==> src/rtl/trade_pkg.sv <==
// Shared trade-path definitions: sample width default, channel indices and
// the min/max scanner state encoding.
package trade_pkg;
  localparam int PRICE_W_DEF = 8;
  localparam int CH_PRICE    = 0;
  localparam int CH_SPREAD   = 1;

  typedef enum logic {
    SCAN_IDLE = 1'b0,
    SCAN_RUN  = 1'b1
  } scan_state_t;

  // $clog2 that never returns 0, so single-entry selects still get a 1-bit port
  function automatic int clog2_min1(input int n);
    return (n <= 1) ? 1 : $clog2(n);
  endfunction
endpackage

==> src/rtl/minmax_scanner.sv <==
// Background min/max walk over the stored window, newest first, one entry per
// cycle; any write restarts the walk while the last committed result holds.
module minmax_scanner
  import trade_pkg::*;
#(
  parameter int PRICE_W = PRICE_W_DEF,
  parameter int AW      = 6
) (
  input  logic               clk,
  input  logic               reset,
  input  logic               clear,
  input  logic               wr,
  input  logic [AW:0]        count,
  input  logic [PRICE_W-1:0] scan_data,
  output logic [AW-1:0]      scan_idx,
  output logic [PRICE_W-1:0] min_out,
  output logic [PRICE_W-1:0] max_out,
  output logic               minmax_valid,
  output logic               scan_busy
);
  scan_state_t        state, state_nxt;
  logic [PRICE_W-1:0] run_min, run_max, nmin, nmax;
  logic               last;

  assign scan_busy = (state == SCAN_RUN);
  assign nmin      = (scan_data < run_min) ? scan_data : run_min;
  assign nmax      = (scan_data > run_max) ? scan_data : run_max;
  assign last      = ({1'b0, scan_idx} == (count - (AW+1)'(1)));

  always_comb begin
    state_nxt = state;
    if (wr)
      state_nxt = SCAN_RUN;
    else if (state == SCAN_RUN && last)
      state_nxt = SCAN_IDLE;
  end

  always_ff @(posedge clk) begin
    if (reset || clear) begin
      state        <= SCAN_IDLE;
      scan_idx     <= '0;
      run_min      <= '1;
      run_max      <= '0;
      min_out      <= '0;
      max_out      <= '0;
      minmax_valid <= 1'b0;
    end else begin
      state <= state_nxt;
      if (wr) begin
        scan_idx <= '0;
        run_min  <= '1;
        run_max  <= '0;
      end else if (state == SCAN_RUN) begin
        run_min  <= nmin;
        run_max  <= nmax;
        scan_idx <= scan_idx + AW'(1);
        if (last) begin
          min_out      <= nmin;
          max_out      <= nmax;
          minmax_valid <= 1'b1;
        end
      end
    end
  end
endmodule

==> src/rtl/price_history_buffer.sv <==
// Multi-channel ring buffer of match-event samples with a newest-first read
// port for the renderer and a background ch0 min/max scan for auto-scaling.
module price_history_buffer
  import trade_pkg::*;
#(
  parameter  int PRICE_W   = PRICE_W_DEF,
  parameter  int NCH       = 2,
  parameter  int DEPTH     = 64,
  parameter  int DECIM     = 1,
  parameter  int EDGE_MODE = 1,
  localparam int AW        = $clog2(DEPTH),
  localparam int CW        = clog2_min1(NCH)
) (
  input  logic                   clk,
  input  logic                   reset,
  input  logic                   clear,
  input  logic                   freeze,
  input  logic                   sample_valid,
  input  logic [NCH*PRICE_W-1:0] sample_data,
  input  logic [AW-1:0]          rd_idx,
  input  logic [CW-1:0]          rd_ch,
  output logic [PRICE_W-1:0]     rd_data,
  output logic                   rd_valid,
  output logic [AW:0]            count,
  output logic                   full,
  output logic [PRICE_W-1:0]     min_out,
  output logic [PRICE_W-1:0]     max_out,
  output logic                   minmax_valid,
  output logic                   scan_busy
);
  localparam int DW = clog2_min1(DECIM);

  logic [NCH-1:0][PRICE_W-1:0] mem [DEPTH];
  logic [NCH-1:0][PRICE_W-1:0] wr_word;
  logic [AW-1:0]               wr_ptr, rd_addr, scan_addr, scan_idx;
  logic [DW-1:0]               dcnt;
  logic                        sv_d, accept, wr, in_range;
  logic [PRICE_W-1:0]          rd_word, scan_data;

  assign wr_word = sample_data;
  assign accept  = ~freeze & ((EDGE_MODE != 0) ? (sample_valid & ~sv_d) : sample_valid);
  assign wr      = accept & (dcnt == DW'(DECIM-1)) & ~reset & ~clear;
  assign full    = (count == (AW+1)'(DEPTH));

  // Newest-first addressing: index 0 is the slot just behind the write pointer
  assign rd_addr   = wr_ptr - AW'(1) - rd_idx;
  assign scan_addr = wr_ptr - AW'(1) - scan_idx;
  assign in_range  = ({1'b0, rd_idx} < count);
  assign rd_word   = (32'(rd_ch) < NCH) ? mem[rd_addr][rd_ch] : '0;
  assign scan_data = mem[scan_addr][CH_PRICE];

  always_ff @(posedge clk) begin
    if (reset || clear) begin
      sv_d   <= 1'b0;
      dcnt   <= '0;
      wr_ptr <= '0;
      count  <= '0;
    end else begin
      sv_d <= sample_valid;
      if (accept)
        dcnt <= (dcnt == DW'(DECIM-1)) ? '0 : dcnt + DW'(1);
      if (wr) begin
        wr_ptr <= wr_ptr + AW'(1);
        if (!full)
          count <= count + (AW+1)'(1);
      end
    end
  end

  // Storage is never flushed; count gates every read
  always_ff @(posedge clk) begin
    if (wr)
      mem[wr_ptr] <= wr_word;
  end

  always_ff @(posedge clk) begin
    if (reset || clear) begin
      rd_data  <= '0;
      rd_valid <= 1'b0;
    end else begin
      rd_valid <= in_range;
      rd_data  <= in_range ? rd_word : '0;
    end
  end

  minmax_scanner #(.PRICE_W(PRICE_W), .AW(AW)) u_scan (
    .clk          (clk),
    .reset        (reset),
    .clear        (clear),
    .wr           (wr),
    .count        (count),
    .scan_data    (scan_data),
    .scan_idx     (scan_idx),
    .min_out      (min_out),
    .max_out      (max_out),
    .minmax_valid (minmax_valid),
    .scan_busy    (scan_busy)
  );
endmodule

==> config.mk <==
export PLATFORM = sky130hd
export DESIGN_NAME = price_history_buffer
export DESIGN_NICKNAME = d
export VERILOG_FILES = /design/src/rtl/trade_pkg.sv /design/src/rtl/minmax_scanner.sv /design/src/rtl/price_history_buffer.sv
export SDC_FILE = /design/constraint.sdc
export NUM_CORES = 1
export LEC_CHECK = 0
export BUFFER_PORTS_ARGS = -buffer_cell sky130_fd_sc_hd__buf_2
export CAP_MARGIN = 20
export CORE_UTILIZATION = 35
export DETAILED_ROUTE_END_ITERATION = 10
export PLACE_DENSITY = 0.56
export SYNTH_ARGS = -nofsm -noshare
export SYNTH_HDL_FRONTEND = slang
export SYNTH_SLANG_ARGS = --single-unit
==> constraint.sdc <==
create_clock -name clk -period 5.35 [get_ports clk]
set_input_delay 1.07 -clock clk [delete_from_list [all_inputs] [get_ports clk]]
set_output_delay 1.07 -clock clk [all_outputs]
set_load 0.1 [all_outputs]
==> results of run 1 <==
==> layer usage <==
metal  vias to the layer above  wire length [µm]  share of wire  global-route usage
met1                     13700             55900           0.41               0.281
met4                         8              3490          0.026              0.0488
li1                      10300                 -              -                   -
met3                       195             11800          0.086              0.0445
met5                         -                58        0.00043                   0
met2                      1170             64900           0.48               0.320
==> report_power, final <==
group,switching [µW],internal [µW]
registers,6.39,9300
logic,847,639
clock network,3300,4520
==> cells by family (layout without fill, tap and decap cells) <==
kind of cell | count (synthesis) | in the layout | share of synthesized area
flops | 1087 | 1087 | 0.680
mux | 525 | 525 | 0.235
simple gates | 280 | 280 | 0.0274
buf+inv | 186 | 570 | 0.0188
compound gates | 154 | 154 | 0.0211
fa+ha+maj | 37 | 37 | 0.0102
xor+xnor | 37 | 37 | 0.00750
other cells | 0 | 8 | 0
==> cells in the mapped netlist, drive strengths merged, types with 25 or more instances <==
| cell type | instances |
|---|---|
| edfxtp | 1024 |
| mux4 | 460 |
| a31oi | 31 |
| o21ai | 25 |
| nand2 | 81 |
| inv | 38 |
| mux2i | 61 |
| a21oi | 34 |
| buf | 82 |
| clkbuf | 66 |
| dfxtp | 63 |
| nor2 | 101 |
| and2 | 29 |
| a211oi | 30 |
| ha | 35 |
==> cell type report <==
| type | instances | area share |
|---|---|---|
| Sequential cell | 1087 | 0.573 |
| Multi-Input combinational cell | 1033 | 0.268 |
| Clock buffer | 143 | 0.0549 |
| Timing Repair Buffer | 325 | 0.0514 |
| Tap cell | 1768 | 0.0396 |
| Clock inverter | 64 | 0.0106 |
| Inverter | 38 | 0.00260 |
| Antenna cell | 8 | 0.000358 |
==> state kept, by name, indices dropped and copies added (netlist names), 6 cells and up <==
signal / flops
mem: 1024
u_scan.min_out: 8
u_scan.scan_idx: 6
wr_ptr: 6
u_scan.max_out: 8
rd_data: 8
u_scan.run_min: 8
count: 7
u_scan.run_max: 8
==> worst max-delay path: cells and delay by family, from the launching register on <==
family,cells,cell delay [ns]
adders and majority gates,3,1.47
buffers and inverters,8,0.91
muxes,2,0.86
and+or+nand+nor,5,0.80
AOI/OAI and AO/OA,5,0.75
DFF,1,0.34
==> timing repair <==
item                                    CTS  global route
gates resized for setup                  68            63
cloned                                    6             1
setup buffers                            20            16
endpoints found under the setup margin   31            31
pin swaps                                23            37
==> metrics by stage <==
stage / area, µm² / worst slack (ns) / cells / TNS [ns]
2_1_floorplan: 47100 / 0.0251 / 2306 / 0
3_3_place_gp: 51000 / -0.311 / 4210 / -7.02
3_5_place_dp: 51100 / -0.347 / 4211 / -7.70
4_1_cts: 55500 / 0.00656 / 4444 / 0
5_1_grt: 55800 / -0.0470 / 4458 / -0.311
6_report: 55900 / 0.0808 / 4466 / 0
==> worst min path at each step <==
stage / cells past startpoint / startpoint / slack, ns / end
5_1_grt: 2 / u_scan.run_max[3] / 0.50 / u_scan.run_max[3]
2_1_floorplan: 1 / u_scan.run_min[0] / 0.44 / u_scan.run_min[0]
4_1_cts: 2 / u_scan.min_out[0] / 0.48 / u_scan.min_out[0]
3_5_place_dp: 2 / u_scan.minmax_valid / 0.46 / u_scan.minmax_valid
3_3_place_gp: 2 / u_scan.minmax_valid / 0.45 / u_scan.minmax_valid
6_report: 2 / u_scan.run_max[6] / 0.48 / u_scan.run_max[6]
==> impl_metrics.json, run 1 <==
{
  "endpoint_kind": "flip-flop",
  "synth_area_mm2": 0.0471,
  "endpoint": "u_scan.run_min[3]",
  "die_w_um": 369,
  "die_area_mm2": 0.136,
  "cts_root_buf": "clkbuf_16",
  "hold_slack_ns": 0.482,
  "tightest_slew_ns": 1.07,
  "core_mm2": 0.133,
  "slew_headroom": 0.287,
  "dieHeight_um": 369,
  "synth-seq-area-share": 0.680,
  "final.min_clock_period_ns": 5.27,
  "cts_tree": "yes",
  "clock_latency_ns": 0.72,
  "post-route-drc-count": 0,
  "crit_required_ns": 5.95,
  "powerDensity_mw_per_mm2": 333,
  "gp_congestion": 0.886,
  "first_iter_violations": 2840,
  "mostFrequentLayoutCell": "edfxtp_1",
  "slowest_stage": "fa_4",
  "syn_inst": 2306,
  "max_freq_ghz": 0.190,
  "yosys.area.top_type": "edfxtp_1",
  "grt.overflow.total": 0,
  "yosys_register_bits": 1087,
  "synth_ff_type": "edfxtp_1",
  "max_stage_delay_ns": 0.89,
  "rr_worst_depth": 23,
  "final_nets": 2662,
  "worstSetupStartpointType": "flip-flop",
  "grt_pass1_vias": 25800,
  "skew_ns": 0.0232,
  "outcome": "finished clean",
  "synth_edf_count": 1024,
  "synth_top_cell_area_share": 0.653,
  "drt_pass1_iterations": 5,
  "cp_cell_sequence": "inv_2 -> ha_4 -> inv_4 -> fa_4 -> buf_6 -> buf_12 -> buf_4 -> mux4_2 -> and2_4 -> a211oi_2 -> buf_4 -> a31oi_2 -> mux4_2 -> ha_4 -> nand4_1 -> nand2b_4 -> and3_4 -> o2111ai_2 -> o211ai_2 -> buf_6 -> buf_4 -> and3_1 -> a211o_1",
  "reg2reg_from": "wr_ptr[0]",
  "avgSynthCellArea_um2": 20.4,
  "synth.distinct_cells": 53,
  "fin_util": 0.419,
  "grt_usage": 0.201,
  "cts_buffer_depth": 3,
  "post_route_cells_drive_above_1_share": 0.407,
  "grt_pass1_wl_mm": 194,
  "crit_start": "wr_ptr[0]",
  "mostFrequentLayoutCells": "edfxtp_1 (1,024), mux4_2 (453), buf_4 (204)",
  "synth-async-reset-ratio": 0,
  "vias": 25400,
  "ant_nets": 0,
  "routed_via_density": 5.69,
  "antenna_found_initial": 12,
  "grt_max_degree": 65,
  "area_delta_synth_final_pct": 18.7,
  "num_rows": 134,
  "r2r-end": "u_scan.run_min[3]",
  "hold_buffers": 0,
  "cp.arrival_ns": 5.87,
  "path_max_fanout": 7,
  "initial_core_util": 0.353,
  "cts_sinks": 1087,
  "cts_max_level": 3,
  "fillers": 11700,
  "clk_pin_slew_worst_paths_ns": 0.06,
  "setup_viol": 0,
  "yosys-top-cells-area": "edfxtp_1 (65%), mux4_2 (22%), dfxtp_1 (2.7%)",
  "post-route-period-util": 0.985,
  "rrSetupSlack_ns": 0.08,
  "ios": 63,
  "post_drt_wl_per_cell_um": 30.5,
  "syn-num-nets": 2371,
  "critPathKind": "flip-flop to flip-flop",
  "postRouteWirelength_mm": 136,
  "hp-class": "flip-flop to flip-flop",
  "p_leak_uw": 0.0181,
  "portBuffers": 62,
  "yosys_warnings": 0,
  "drv_slew": 0,
  "p_total_uw": 18600,
  "crit_path_frequent_cell": "buf_4",
  "rsz0062_at_grt": "yes",
  "finalHoldViolations": 0,
  "hpwlAfterDp_mm": 83.4,
  "maxCapViolCount": 0,
  "multi_input_area_mm2": 0.0149,
  "numCtsBuffers": 112,
  "seqCellArea_mm2": 0.0320,
  "peakVddDrop_mv": 0.249
}
(Power assumes the default switching activity.)
==> run 2: changes to the inputs <==
--- a/config.mk
+++ b/config.mk
@@ -5,6 +5,7 @@
 export SDC_FILE = /design/constraint.sdc
 export NUM_CORES = 1
 export LEC_CHECK = 0
+export ABC_AREA = 1
 export BUFFER_PORTS_ARGS = -buffer_cell sky130_fd_sc_hd__buf_2
 export CAP_MARGIN = 20
 export CORE_UTILIZATION = 35
==> run 2 against run 1 <==
Final cell count rose by 46%; global-route usage is 1.9 points higher; via count up 44%; sequential share of layout area fell by 0.12 points; synthesized cell count rose by 97%; maximum frequency up 2.7%; wire length increased by 17%; critical path depth is 3 lower; non-clock buffer count decreased by 84; sequential cell count did not move.
==> impl_metrics.json, run 2 <==
{
  "reg2reg_from": "wr_ptr[0]",
  "synth_edf_count": 1024,
  "avgSynthCellArea_um2": 10.8,
  "seqCellArea_mm2": 0.0320,
  "outcome": "finished clean",
  "synth.distinct_cells": 52,
  "grt_pass1_vias": 34500,
  "cts_sinks": 1087,
  "hold_path_end": "u_scan.minmax_valid",
  "grt.overflow.total": 0,
  "synth_area_mm2": 0.0492,
  "syn-num-nets": 4611,
  "maxCapViolCount": 0,
  "rsz0062_at_grt": "no",
  "rrSetupSlack_ns": 0.22,
  "peakVddDrop_mv": 0.297,
  "synth-seq-area-share": 0.651,
  "worstSetupStartpointType": "flip-flop",
  "hold_buffers": 0,
  "yosysMostFrequentCell": "edfxtp_1",
  "syn_inst": 4546,
  "powerDensity_mw_per_mm2": 343,
  "synth_top_cell_area_share": 0.625,
  "finalHoldViolations": 0,
  "largest_register": "mem",
  "synth_ff_type": "edfxtp_1",
  "first_iter_violations": 4780,
  "worst_slack_ns": 0.221,
  "tightest_slew_ns": 1.09,
  "ant_nets": 0,
  "drv_slew": 0,
  "drt_pass1_iterations": 6,
  "postRouteWirelength_mm": 159,
  "synth_common_cells": "edfxtp_1 (1,024), o21ai_0 (786), nor2_1 (457), a21oi_1 (405), nand2_1 (387)",
  "p_leak_uw": 0.0192,
  "dp_slack_ns": 0.252,
  "cts_max_level": 3,
  "hp-class": "flip-flop to flip-flop",
  "post_route_cells_drive_above_1_share": 0.103,
  "routed_via_density": 5.61,
  "synth-async-reset-ratio": 0,
  "final.min_clock_period_ns": 5.13,
  "max_freq_ghz": 0.195,
  "post_drt_wl_per_cell_um": 24.3,
  "max_stage_delay_ns": 0.92,
  "crit_path_frequent_cell": "inv_1",
  "grt_usage": 0.220,
  "ios": 63,
  "vias": 36700,
  "skew_ns": 0.0293,
  "largest_register_ffs": 1024,
  "fin_setup_tns_ns": 0,
  "initial_core_util": 0.353,
  "crit_start": "wr_ptr[0]",
  "yosys_warnings": 0,
  "r2r-end": "u_scan.max_out[1]",
  "fillers": 13400,
  "gp_congestion": 0.892,
  "cts_buffer_depth": 3,
  "endpoint_kind": "flip-flop",
  "mostFrequentLayoutCells": "edfxtp_1 (1,024), o21ai_0 (786), nor2_1 (424)",
  "multi_input_area_mm2": 0.0146,
  "worstHoldPathCells": 1,
  "rr_worst_depth": 20,
  "yosys_register_bits": 1087,
  "antenna_found_initial": 6,
  "clk_pin_slew_worst_paths_ns": 0.06,
  "path_buf_inv": 6,
  "mostFrequentLayoutCell": "edfxtp_1",
  "slew_headroom": 0.276,
  "path_max_fanout": 30,
  "yosys.area.top_type": "edfxtp_1",
  "portBuffers": 62,
  "cp.arrival_ns": 5.69,
  "core_mm2": 0.140,
  "cp_cell_sequence": "inv_1 -> ha_1 -> inv_1 -> fa_4 -> inv_4 -> buf_12 -> a21oi_1 -> o21ai_0 -> nand3_1 -> a21oi_1 -> o31ai_1 -> mux2i_2 -> ha_1 -> inv_1 -> nor2_1 -> nand2_1 -> o31ai_1 -> inv_1 -> o21ai_0 -> a21oi_1",
  "diodes": 0,
  "slowest_stage": "fa_4",
  "die_w_um": 377,
  "clock_latency_ns": 0.72,
  "yosys-top-cells-area": "edfxtp_1 (63%), o21ai_0 (8.0%), a21oi_1 (4.1%)",
  "crit_required_ns": 5.91,
  "crit_family": "compound AO/OA/AOI/OAI gates",
  "die_area_mm2": 0.142,
  "critPathKind": "flip-flop to flip-flop",
  "hpwlAfterDp_mm": 91.0,
  "final_nets": 4631,
  "post-route-drc-count": 0,
  "cts_root_buf": "clkbuf_16",
  "area_delta_synth_final_pct": 13.8,
  "min-delay-start": "u_scan.minmax_valid",
  "post-route-period-util": 0.959,
  "grt_max_degree": 175,
  "setup_viol": 0,
  "numCtsBuffers": 114,
  "cts_tree": "yes",
  "grt_pass1_wl_mm": 232,
  "dieHeight_um": 377,
  "num_rows": 137
}
run 2: changes by cell type in the layout (fill, tap and decap cells not counted), sizes merged, moves of 59 or more:
cell | previous run | this run
inv | 42 | 336
nand3 | 16 | 312
nor2 | 101 | 461
o211ai | 5 | 94
o221ai | 0 | 145
a21oi | 34 | 405
o21ai | 25 | 794
mux4 | 460 | 0
mux2i | 61 | 2
nand2 | 81 | 401
buf | 324 | 241
run 2: kinds of logic after synthesis:
group / share of synthesized area
compound gates: 0.178
simple gates: 0.102
flops: 0.651
xor+xnor: 0.00351
fa+ha+maj: 0.00972
mux: 0.000483
buf+inv: 0.0558
run 2: worst max-delay path by stage:
stage,end,slack [ns],depth (start not counted)
2_1_floorplan,u_scan.max_out[0],1.14,22
3_3_place_gp,u_scan.run_max[0],0.22,20
3_5_place_dp,u_scan.run_max[0],0.25,20
4_1_cts,u_scan.run_max[0],0.21,20
5_1_grt,u_scan.max_out[2],0.01,21
6_report,u_scan.max_out[1],0.22,20
run 2: timing repair:
action                                  in CTS  in global routing
resized for setup                            0                  2
endpoints found under the setup margin       0                  5
setup buffers                                0                  0
run 2: stage by stage:
step                      utilization  power (µW)  cells  hold WS, ns  cell area (µm²)
after global routing            0.401       19800   6535        0.483            56000
after global placement          0.374       11400   6322        0.447            52200
after detailed placement        0.374       11400   6323        0.455            52200
after floorplan                     -       10500   4546        0.481            49200
after CTS                       0.401       19300   6532        0.469            55900
final                           0.401       19200   6535        0.461            56000
run 2: cell type report:
class / count / area share
Sequential cell: 1087 / 0.572
Timing Repair Buffer: 241 / 0.0368
Multi-Input combinational cell: 2791 / 0.261
Tap cell: 1876 / 0.0419
Clock inverter: 56 / 0.00885
Clock buffer: 153 / 0.0569
Inverter: 331 / 0.0227
run 2: metal layers:
| metal | track usage | vias to the layer above | wire length (µm) |
|---|---|---|---|
| li1 | - | 16600 | - |
| met1 | 0.298 | 18000 | 66400 |
| met2 | 0.345 | 1689 | 72400 |
| met3 | 0.0406 | 339 | 13100 |
| met4 | 0.0923 | 2 | 6750 |
| met5 | 0 | - | 13 |
run 2: power breakdown:
part	switching, µW	total [µW]	internal (µW)
clock network	3400	7910	4510
logic	1480	1990	513
registers	3.96	9310	9300
total	4880	19200	14300
